===== src/rtl/pcs_block_sync_rx.sv =====
// Per-lane 66b block lock: checks sync headers, requests gearbox slips, reports block lock.
// Optional PCS_BLOCK_SYNC_ERR_CNT_EN adds err_cnt_o, a saturating invalid-header count while locked.
module pcs_block_sync_rx #(
    parameter int UNLOCK_WIN_N = 64,
    parameter int LOCK_WIN_N   = 1024,
    parameter int INVLD_N      = 65,
    parameter int SLIP_WAIT_N  = 4
) (
    input  logic        clk,
    input  logic        reset,
    input  logic        valid_i,
    input  logic [1:0]  head_i,
    input  logic        signal_ok_i,
    output logic        slip_v_o,
    output logic        lock_v_o,
`ifdef PCS_BLOCK_SYNC_ERR_CNT_EN
    output logic [15:0] err_cnt_o,
`endif
    output logic [6:0]  invld_cnt_o
);
    localparam int WAIT_W = $clog2(SLIP_WAIT_N + 1);
    localparam logic [10:0]       UNLOCK_WIN = 11'(UNLOCK_WIN_N);
    localparam logic [10:0]       LOCK_WIN   = 11'(LOCK_WIN_N);
    localparam logic [6:0]        INVLD_LIM  = 7'(INVLD_N);
    localparam logic [WAIT_W-1:0] WAIT_LAST  = WAIT_W'(SLIP_WAIT_N);

    // One-hot encoding keeps the state register trivially checkable.
    typedef enum logic [1:0] {
        TEST      = 2'b01,
        SLIP_WAIT = 2'b10
    } state_t;

    state_t            r_state, w_state_nxt;
    logic              r_lock, w_lock_nxt;
    logic [10:0]       r_sh_cnt, w_sh_cnt_nxt;
    logic [6:0]        r_invld_cnt, w_invld_cnt_nxt;
    logic [WAIT_W-1:0] r_wait_cnt, w_wait_cnt_nxt;
    logic              w_sh_valid;
    logic              w_slip;
    logic [10:0]       w_win;
    logic [10:0]       w_sh_inc;
    logic [6:0]        w_invld_inc;
    logic [WAIT_W-1:0] w_wait_inc;

    assign w_sh_valid  = head_i[1] ^ head_i[0];
    assign w_win       = r_lock ? LOCK_WIN : UNLOCK_WIN;
    assign w_sh_inc    = r_sh_cnt + 11'd1;
    assign w_invld_inc = r_invld_cnt + 7'd1;
    assign w_wait_inc  = r_wait_cnt + WAIT_W'(1);

    always_comb begin
        w_state_nxt     = r_state;
        w_lock_nxt      = r_lock;
        w_sh_cnt_nxt    = r_sh_cnt;
        w_invld_cnt_nxt = r_invld_cnt;
        w_wait_cnt_nxt  = r_wait_cnt;
        w_slip          = 1'b0;
        if (!signal_ok_i) begin
            w_state_nxt     = TEST;
            w_lock_nxt      = 1'b0;
            w_sh_cnt_nxt    = '0;
            w_invld_cnt_nxt = '0;
            w_wait_cnt_nxt  = '0;
        end else if (valid_i) begin
            case (r_state)
                TEST: begin
                    w_sh_cnt_nxt = w_sh_inc;
                    if (w_sh_valid) begin
                        if (w_sh_inc == w_win) begin
                            w_sh_cnt_nxt    = '0;
                            w_invld_cnt_nxt = '0;
                            if (r_invld_cnt == 7'd0) w_lock_nxt = 1'b1;
                        end
                    end else begin
                        w_invld_cnt_nxt = w_invld_inc;
                        if (w_invld_inc == INVLD_LIM || !r_lock) begin
                            w_slip          = 1'b1;
                            w_lock_nxt      = 1'b0;
                            w_sh_cnt_nxt    = '0;
                            w_invld_cnt_nxt = '0;
                            w_wait_cnt_nxt  = '0;
                            w_state_nxt     = SLIP_WAIT;
                        end else if (w_sh_inc == w_win) begin
                            w_sh_cnt_nxt    = '0;
                            w_invld_cnt_nxt = '0;
                        end
                    end
                end
                SLIP_WAIT: begin
                    // Headers are meaningless while the gearbox settles after a slip.
                    w_wait_cnt_nxt = w_wait_inc;
                    if (w_wait_inc == WAIT_LAST) begin
                        w_wait_cnt_nxt = '0;
                        w_state_nxt    = TEST;
                    end
                end
                default: w_state_nxt = TEST;
            endcase
        end
    end

    always_ff @(posedge clk) begin
        if (reset) begin
            r_state     <= TEST;
            r_lock      <= 1'b0;
            r_sh_cnt    <= '0;
            r_invld_cnt <= '0;
            r_wait_cnt  <= '0;
        end else begin
            r_state     <= w_state_nxt;
            r_lock      <= w_lock_nxt;
            r_sh_cnt    <= w_sh_cnt_nxt;
            r_invld_cnt <= w_invld_cnt_nxt;
            r_wait_cnt  <= w_wait_cnt_nxt;
        end
    end

    assign slip_v_o    = w_slip & ~reset;
    assign lock_v_o    = r_lock;
    assign invld_cnt_o = r_invld_cnt;

`ifdef PCS_BLOCK_SYNC_ERR_CNT_EN
    logic [15:0] r_err_cnt;

    function automatic logic [15:0] sat_inc16(input logic [15:0] val);
        return (val == 16'hFFFF) ? val : val + 16'd1;
    endfunction

    always_ff @(posedge clk) begin
        if (reset || !signal_ok_i) begin
            r_err_cnt <= '0;
        end else if (valid_i && !w_sh_valid && r_lock) begin
            r_err_cnt <= sat_inc16(r_err_cnt);
        end
    end

    assign err_cnt_o = r_err_cnt;
`endif

`ifdef FORMAL
    always_comb begin
        assert ($onehot(r_state));
        if (r_state == SLIP_WAIT) assert (!slip_v_o);
        assert (r_invld_cnt <= INVLD_LIM);
    end
`endif
endmodule

===== config.mk =====
export PLATFORM = sky130hd
export DESIGN_NAME = pcs_block_sync_rx
export DESIGN_NICKNAME = d
export VERILOG_FILES = /design/src/rtl/pcs_block_sync_rx.sv
export SDC_FILE = /design/constraint.sdc
export NUM_CORES = 1
export LEC_CHECK = 0
export ABC_CLOCK_PERIOD_IN_PS = 3700
export BUFFER_PORTS_ARGS = -buffer_cell sky130_fd_sc_hd__buf_2
export CAP_MARGIN = 20
export CORE_MARGIN = 4
export CORE_UTILIZATION = 51
export CTS_BUF_LIST = sky130_fd_sc_hd__clkbuf_2
export DETAILED_ROUTE_END_ITERATION = 8
export MAX_ROUTING_LAYER = met4
export PLACE_DENSITY = 0.67
export SLEW_MARGIN = 20
export SYNTH_ARGS = -nofsm -noshare
export SYNTH_HDL_FRONTEND = slang
export SYNTH_SLANG_ARGS = --single-unit

===== constraint.sdc =====
create_clock -name clk -period 3.7 [get_ports clk]
set_input_delay 0.74 -clock clk [delete_from_list [all_inputs] [get_ports clk]]
set_output_delay 0.74 -clock clk [all_outputs]
set_load 0.01 [all_outputs]

==> flow_summary.yaml, run 1 <==
run_status:
  outcome: "completed"
synthesis:
  yosysWarnings: 0
  synthArstFlopShare_pct: 0
  synth_edf_count: 0
  synth_area_sq_mm: 0.00154
  ys.flop_type: "dfxtp_1"
  ys_ff_latch: 24
  seq_area_frac_synth_pct: 31.3
  avgSynthCellArea_sq_um: 7.53
  synthCells: 204
  yosysUniqueCellTypes: 47
  synth_fp_nets: 215
global_routing:
  track_usage_pct: 19.3
  grt_pass1_wl_mm: 6.14
  grt-ovfl-total: 0
  antenna_found_initial: 0
  first_global_vias: 1403
  grt_max_degree: 13
cts:
  hold_buffers: 0
  cts_resized: 0
  cts-root-buf: "clkbuf_2"
  post-cts-setup-buffer-count: 0
  cts_buffers: 3
  cts.sinks: 24
  cts.path.max_buffers: 2
  cts_tree: "yes"
  path_clk_slew_ns: 0.24
  clock_latency_ns: 0.36
  htree_num_levels: 1
power:
  p_leak_nw: 0.627
  vdd_drop_max_mv: 0.143
  p_per_area_mw_per_mm2: 253
critical_path:
  regToRegSetupSlack_ns: 1.03
  end_kind: "output pin"
  worst-path-max-fanout: 8
  criticalPathCategory: "reg -> out"
  startpoint_type: "register"
  crit_required_ns: 2.96
  arrival_ns: 2.25
drt:
  drt-initial-drc-count: 124
  vias_per_cell: 6.12
  vias: 1500
  dr.pass1.iters: 6
  drt-total-wl_mm: 3.51
  wl_per_cell_um: 14.3
  ant_nets: 0
  drcViolationCount: 0
floorplanning:
  start_util_pct: 54.7
  io_pins: 15
  core.rowCount: 19
  core-area_sq_mm: 0.00281
  die_y_um: 62.9
  die_x_um: 62.9
  die_area_sq_mm: 0.00395
placed_design:
  gp_congestion: 0.930
  dp_slack_ns: 0.941
  port_buffers: 14
  hpwlAfterDp_mm: 2.59
  postPlaceCellArea_sq_mm: 0.00161
final_layout:
  fin_area_sq_mm: 0.00163
  final_common_cell: "nand2_1"
  nNetsFinal: 227
  n_antenna_cell: 0
  final_cell_mix: "nand2_1, dfxtp_1, nor2_1"
  area_delta_synth_final_pct: 6.03
  drive_gt1_share_pct: 11.2
timing:
  slew_violations: 0
  layout_setup_ws_ns: 0.711
  clock_skew_ns: 0.0228
  fin_tns_setup_ns: 0
  final_hold_viol_count: 0
  fmax_ghz: 0.335
  min_period_ns: 2.99
  relSlewSlack_pct: 35.2
  worstMarginPinSlew_ns: 0.966
  fin_crit_sh_pct: 80.8
  finalSetupViolCount: 0
  rsz0062_at_grt: "false"
job:
  cap_violations: 0
min_path:
  worstHoldPathType: "reg -> reg"
[kinds of logic after synthesis]
family,count (synthesis),synth area share [%]
adder cells (fa/ha/maj),5,4.07
buffers and inverters,13,3.50
flip-flops,24,31.3
AND/OR/NAND/NOR,99,31.9
multiplexers,2,1.30
AO/OA/AOI/OAI,55,24.5
XOR/XNOR,6,3.42
[stage by stage]
step           util (%)  power (W)  std cells  hold WS [ns]
2_1_floorplan         -   0.000299        204         0.461
3_3_place_gp       57.5   0.000311        242         0.477
3_5_place_dp       57.5   0.000312        242         0.491
4_1_cts            58.0   0.000413        245         0.517
5_1_grt            58.0   0.000435        245         0.552
6_report           58.0   0.000412        245         0.510
[sequential cells by signal (all words and copies together), names as in the netlist]
register	flops
r_wait_cnt	3
r_sh_cnt	11
r_state	2
invld_cnt_o	7
lock_v_o	1
[cell usage after synthesis, types with 2 or more instances]
library cell | count | area (sq um)
o22ai_1 | 2 | 12.5
xor2_1 | 5 | 43.8
nand2b_1 | 4 | 25.0
inv_1 | 6 | 22.5
or3_1 | 2 | 12.5
o311ai_0 | 4 | 35.0
nand4_1 | 3 | 18.8
and3_1 | 5 | 31.3
nand3_1 | 11 | 55.1
a21oi_1 | 14 | 70.1
o211a_1 | 2 | 20.0
nand3b_1 | 2 | 15.0
and4_4 | 2 | 22.5
buf_2 | 3 | 15.0
nor4_1 | 4 | 25.0
nor2b_1 | 3 | 18.8
o211ai_1 | 2 | 15.0
nor2_1 | 18 | 67.6
nand2_1 | 35 | 131
clkbuf_1 | 3 | 11.3
ha_1 | 5 | 62.6
a311o_1 | 2 | 20.0
mux2i_1 | 2 | 20.0
a22oi_1 | 2 | 15.0
and2_1 | 2 | 12.5
o21ai_0 | 14 | 70.1
dfxtp_1 | 24 | 480
nor3_1 | 4 | 20.0
[worst max-delay path: stages, from the launching register on]
cell     delay, ns
dfxtp_1       0.49
ha_1          0.27
and4_1        0.26
a31oi_2       0.11
o21ai_2       0.29
nand2_1       0.21
nor2_1        0.12
buf_2         0.14
[per-layer routing]
metal | track usage [%] | part of all wire (%) | routed length (um)
met3 | 2.16 | 2.2 | 77
met1 | 22.3 | 46 | 1610
met5 | - | 0 | 0
met2 | 34.1 | 51 | 1800
met4 | 6.89 | 0.83 | 29
[power by group]
group	switching [W]	internal [W]	total, W
combinational	0.0000296	0.0000135	0.0000431
clock	0.0000822	0.0000220	0.000104
sequential	0.00000322	0.000261	0.000264
total	0.000115	0.000297	0.000412
[path summary, 6_finish.rpt]
| check | from | cells past startpoint | to |
|---|---|---|---|
| worst max-delay path | invld_cnt_o[1] | 7 | slip_v_o |
| worst min-delay path | r_sh_cnt[10] | 2 | r_sh_cnt[10] |
| worst max register to register | r_sh_cnt[0] | 8 | r_sh_cnt[5] |
| worst min register to register | r_sh_cnt[10] | 2 | r_sh_cnt[10] |
[final cells by class]
class                           instances  area, sq um
Clock buffer                            3         15.0
Fill cell                             298         1180
Inverter                                6         22.5
Multi-Input combinational cell        167         1000
Sequential cell                        24          480
Tap cell                               31         38.8
Timing Repair Buffer                   14         70.1
Note: power is estimated with default switching activity, not from simulation.
==> run 2: changes to the inputs <==
- ABC_AREA: unset -> 1
- ABC_CLOCK_PERIOD_IN_PS: 3700 -> 2700
- PLACE_DENSITY: 0.67 -> 0.7
- clock period: 3.7 -> 2.7 ns (I/O delays scaled with it)
==> run 2 against run 1 <==
Effect of this change: sequential cell count did not move; final cell count rose by 35%; wire length fell by 3.4%; sequential power rose by 41%; critical endpoint unchanged; die area rose by 5.8%.
==> flow_summary.yaml, run 2 <==
run_status:
  outcome: "completed"
drt:
  drt-total-wl_mm: 3.39
  vias_per_cell: 4.86
  ant_nets: 0
  drcViolationCount: 0
  dr.pass1.iters: 4
  drt-initial-drc-count: 98
  wl_per_cell_um: 10.2
  vias: 1608
synthesis:
  yosysMostFrequentCell: "nand2_1"
  yosysWarnings: 0
  synthTopCellsByCount: "nand2_1, nor2_1, inv_1, nand3_1, dfxtp_1"
  seq_area_frac_synth_pct: 29.3
  yosysUniqueCellTypes: 24
  ys.flop_type: "dfxtp_1"
  ys_ff_latch: 24
  synthArstFlopShare_pct: 0
  yosysTopAreaCellShare_pct: 29.3
  ys_top_cells_by_area: "dfxtp_1, nand2_1, nor2_1"
  synth_fp_nets: 280
  synth_edf_count: 0
  synthCells: 269
  avgSynthCellArea_sq_um: 6.09
  synth_area_sq_mm: 0.00164
  synth_area_leader_cell: "dfxtp_1"
timing:
  whs_ns: 0.465
  slew_violations: 0
  relSlewSlack_pct: 64.4
  finalSetupViolCount: 0
  final_hold_viol_count: 0
  min_period_ns: 2.52
  worstMarginPinSlew_ns: 0.530
  fin_crit_sh_pct: 93.2
  clock_skew_ns: 0.0322
  fmax_ghz: 0.397
final_layout:
  final_cell_mix: "nand2_1, nor2_1, inv_1, nand3_1, dfxtp_1"
  n_antenna_cell: 0
  largest_reg_flops: 11
  nNetsFinal: 299
  fin_area_sq_mm: 0.00182
  fillers: 313
  final_common_cell: "nand2_1"
  area_delta_synth_final_pct: 10.9
  regMostFlops: "r_sh_cnt"
  drive_gt1_share_pct: 13.9
min_path:
  hold_depth: 4
  worstHoldPathType: "in -> reg"
critical_path:
  startpoint_type: "register"
  crit_required_ns: 2.16
  worst-path-max-fanout: 9
  arrival_ns: 1.98
  ff2ff_path_depth: 13
  end_kind: "output pin"
  criticalPathCategory: "reg -> out"
cts:
  htree_num_levels: 1
  cts.sinks: 24
  cts_buffers: 3
  cts_tree: "yes"
  cts.path.max_buffers: 2
  path_clk_slew_ns: 0.27
  cts-root-buf: "clkbuf_2"
  clock_latency_ns: 0.37
floorplanning:
  start_util_pct: 53.6
  core-area_sq_mm: 0.00305
  die_area_sq_mm: 0.00418
  io_pins: 15
  die_x_um: 64.7
  core.rowCount: 20
  die_y_um: 64.7
job:
  cap_violations: 0
global_routing:
  first_global_vias: 1361
  grt_max_degree: 15
  grt_pass1_wl_mm: 5.96
  antenna_found_initial: 0
  track_usage_pct: 18.3
  grt-ovfl-total: 0
power:
  switching_share_pct: 32.4
  p_clk_share_pct: 23.4
  vdd_drop_max_mv: 0.198
  p_per_area_mw_per_mm2: 357
  power.share.combinational_pct: 19.4
  switchingPower_w: 0.000210
  p_int_w: 0.000439
  pwr-share-seq_pct: 57.3
  p_leak_nw: 0.867
placed_design:
  postPlaceCellArea_sq_mm: 0.00176
  port_buffers: 14
  gp_congestion: 0.873
  hpwlAfterDp_mm: 2.60
==> run 2: changes by cell type in the layout (fill, tap and decap cells not counted), moves of 5 or more <==
cell	delta
nand3_1	+14
nor2_1	+26
inv_1	+35
and3_1	-5
nand2_1	+38
o21ai_0	-9
==> run 2: layer usage <==
metal  vias up  track usage [%]  routed length (um)
met5         -                -                   0
met4         0             5.54                  22
met3         2             2.60                 171
met2        31             27.3                1480
met1       700             25.6                1720
li1        875                -                   -
==> run 2: area by class of cell <==
cell class                 count  area, sq um  share of cell area, %
inverter                      41          154                   8.47
tap                           44         55.1                   3.03
clock buffer                   3         15.0                  0.826
sequential                    24          485                   26.7
timing repair buffer          18          100                   5.51
clock inverter                 1         3.75                  0.207
multi-input combinational    200         1000                   55.2
==> run 2: cell families (layout without fill, tap and decap cells) <==
logic type / after synthesis / count (layout) / share of synthesized area (%)
AOI/OAI and AO/OA: 26 / 26 / 8.48
xor gates and xnor gates: 6 / 6 / 4.12
adders and majority gates: 5 / 5 / 3.82
buffers and inverters: 45 / 63 / 10.5
DFF: 24 / 24 / 29.3
and+or+nand+nor: 163 / 163 / 43.8
==> run 2: worst paths after layout <==
path                        from              to  slack (ns)
setup / recovery  invld_cnt_o[0]        slip_v_o        0.18
hold / removal           valid_i        lock_v_o        0.47
setup reg to reg     r_sh_cnt[1]  invld_cnt_o[0]        0.67
hold reg to reg    r_wait_cnt[1]   r_wait_cnt[1]        0.50
==> run 2: power groups by stage <==
stage / sequential, W / combinational (W) / clock (W)
floorplan: 0.000379 / 0.0000880 / 0
global placement: 0.000379 / 0.000121 / 0
detailed placement: 0.000379 / 0.000121 / 0
CTS: 0.000372 / 0.000122 / 0.000152
global route: 0.000373 / 0.000145 / 0.000171
finish: 0.000372 / 0.000126 / 0.000152
==> run 2: metrics by stage <==
step	worst slack, ns	util (%)	total power (W)	cells	TNS (ns)
after detailed placement	0.404	57.7	0.000500	325	0
after floorplan	0.551	-	0.000467	269	0
after CTS	0.0151	58.4	0.000647	329	0
after global routing	-0.00280	59.5	0.000688	331	-0.00280
after global placement	0.493	57.7	0.000500	325	0
final	0.183	59.5	0.000649	331	0
==> run 2: repair_timing <==
action                                  CTS  global route
hold buffers                              0             0
endpoints found under the setup margin    1             1
buffers inserted                          0             2
resized for setup                         2             7
==> run 2: worst max-delay path, stage by stage (launching register included) <==
cell     delay, ns
dfxtp_2       0.40
ha_1          0.19
nand2_1       0.11
nor2_2        0.11
nand2_1       0.06
nand2_1       0.05
nand2_1       0.06
nor2_1        0.09
nand2_1       0.08
nand2_2       0.12
nand2_4       0.10
nor3_2        0.12
buf_2         0.15
==> run 3: changes to the inputs <==
- CORE_ASPECT_RATIO: unset -> 0.9
- CORE_MARGIN: 4 -> unset
- PLACE_DENSITY: 0.7 -> 0.8
==> run 3 against run 2 <==
Effect of this change: register-to-register slack lost 0.03 ns; count of clock-buffer cells in the layout is the same; worst hold slack lost 0.0074 ns; setup slack lost 0.0013 ns; core utilization grew 0.55 points; sequential cell count is the same; global-route usage grew 4.0 points; final area grew 1.4%; critical path type unchanged; critical endpoint unchanged; largest power group unchanged.
==> flow_summary.yaml, run 3 (synthesis results as in run 2) <==
cts:
  cts.sinks: 24
  htree_num_levels: 1
  path_clk_slew_ns: 0.24
  cts.path.max_buffers: 2
  clock_latency_ns: 0.36
  hold_buffers: 0
  cts_buffers: 3
  cts_tree: "yes"
  cts-root-buf: "clkbuf_2"
run_status:
  outcome: "completed"
final_layout:
  n_antenna_cell: 0
  fin_area_sq_mm: 0.00184
  area_delta_synth_final_pct: 12.5
  ff_latch_area_sq_um: 485
  final_common_cell: "nand2_1"
  fillers: 308
  nNetsFinal: 298
  final_cells: 328
  multi_input_area_sq_mm: 0.00101
  regMostFlops: "r_sh_cnt"
  drive_gt1_share_pct: 15.0
  final_cell_mix: "nand2_1, nor2_1, inv_1, nand3_1, dfxtp_1"
  largest_reg_flops: 11
power:
  p_leak_nw: 0.871
  p_clk_share_pct: 33.1
  pwr-share-seq_pct: 50.1
  vdd_drop_max_mv: 0.333
  p_per_area_mw_per_mm2: 404
  switchingPower_w: 0.000210
  p_int_w: 0.000533
  switching_share_pct: 28.3
  power.share.combinational_pct: 16.9
placed_design:
  dp_cells: 323
  gp_congestion: 0.913
  hpwlAfterDp_mm: 2.62
  postPlaceCellArea_sq_mm: 0.00176
  port_buffers: 14
  dp_slack_ns: 0.426
drt:
  ant_nets: 0
  dr.pass1.iters: 4
  vias_per_cell: 4.97
  drt-initial-drc-count: 72
  drt-total-wl_mm: 3.50
  vias: 1630
  wl_per_cell_um: 10.7
  drcViolationCount: 0
timing:
  fmax_ghz: 0.397
  relSlewSlack_pct: 67.5
  worstMarginPinSlew_ns: 0.488
  clock_skew_ns: 0.00588
  finalSetupViolCount: 0
  slew_violations: 0
  fin_tns_setup_ns: 0
  layout_setup_ws_ns: 0.182
  fin_crit_sh_pct: 93.3
  final_hold_viol_count: 0
  min_period_ns: 2.52
job:
  cap_violations: 0
floorplanning:
  die_y_um: 55.8
  start_util_pct: 53.4
  io_pins: 15
  core-area_sq_mm: 0.00307
  die_area_sq_mm: 0.00344
  core.rowCount: 19
  die_x_um: 61.7
global_routing:
  track_usage_pct: 22.2
  first_global_vias: 1365
  antenna_found_initial: 0
  grt.met1_usage_pct: 29.2
  grt_pass1_wl_mm: 5.66
  grt-ovfl-total: 0
  grt_use_met2_pct: 34.6
  grt_max_degree: 15
  busiest_layer: "met2"
  met3_usage_pct: 4.88
critical_path:
  startpoint_type: "register"
  arrival_ns: 1.98
  worst-path-max-fanout: 9
  end_kind: "output pin"
  crit_required_ns: 2.16
  criticalPathCategory: "reg -> out"
min_path:
  worstHoldPathType: "in -> reg"
==> run 3: changes by cell type in the layout (fill, tap and decap cells not counted) <==
cell       previous run  this run
bufinv_16             0         1
o21ai_2               1         2
ha_1                  5         4
ha_2                  0         1
buf_4                 4         3
nand2_1              73        72
clkinv_1              1         0
nand2_2               4         5
o21ai_1               1         0
==> run 3: timing repair <==
item,CTS,global route
pin swaps,0,1
buffers inserted,0,1
setup endpoints to repair,1,1
resized for setup,2,10
==> run 3: area by class of cell <==
type	count	area share, %
clock buffer	3	0.815
clock inverter	1	1.63
inverter	41	8.36
multi-input combinational	200	55.0
sequential	24	26.4
tap	42	2.85
timing repair buffer	17	5.03
==> run 3: per-stage QoR <==
| stage | utilization [%] | hold slack [ns] | total power (W) |
|---|---|---|---|
| 5_1_grt | 60.1 | 0.415 | 0.000781 |
| 3_5_place_dp | 57.3 | 0.482 | 0.000500 |
| 4_1_cts | 58.9 | 0.435 | 0.000748 |
| 3_3_place_gp | 57.3 | 0.480 | 0.000498 |
| 2_1_floorplan | - | 0.461 | 0.000467 |
| 6_report | 60.1 | 0.458 | 0.000743 |
==> run 3: critical path: stages (launching register included) <==
cell     delay, ns
dfxtp_2       0.42
ha_2          0.20
nand2_2       0.08
nor2_2        0.13
nand2_1       0.06
nand2_1       0.05
nand2_1       0.06
nor2_1        0.08
nand2_1       0.07
nand2_2       0.11
nand2_4       0.09
nor3_2        0.12
buf_2         0.15
==> run 3: final timing paths <==
path / start / endpoint / slack (ns) / cells past startpoint
setup / recovery: invld_cnt_o[0] / slip_v_o / 0.18 / 12
hold / removal: valid_i / r_wait_cnt[1] / 0.46 / 3
setup reg to reg: r_sh_cnt[1] / invld_cnt_o[0] / 0.64 / 13
hold reg to reg: r_wait_cnt[1] / r_wait_cnt[1] / 0.51 / 2
==> run 3: layer usage <==
| layer | vias up | part of all wire, % | routed length (um) |
|---|---|---|---|
| li1 | 869 | - | - |
| met4 | 0 | 0.89 | 31 |
| met1 | 730 | 49 | 1720 |
| met5 | - | 0 | 0 |
| met3 | 4 | 2.9 | 100 |
| met2 | 27 | 47 | 1650 |
==> run 3: power groups by stage <==
stage          clock network [W]  registers (W)  logic (W)
2_1_floorplan                  0       0.000379  0.0000880
5_1_grt                 0.000266       0.000374   0.000141
4_1_cts                 0.000253       0.000373   0.000122
3_3_place_gp                   0       0.000379   0.000120
6_report                0.000246       0.000372   0.000125
3_5_place_dp                   0       0.000379   0.000121
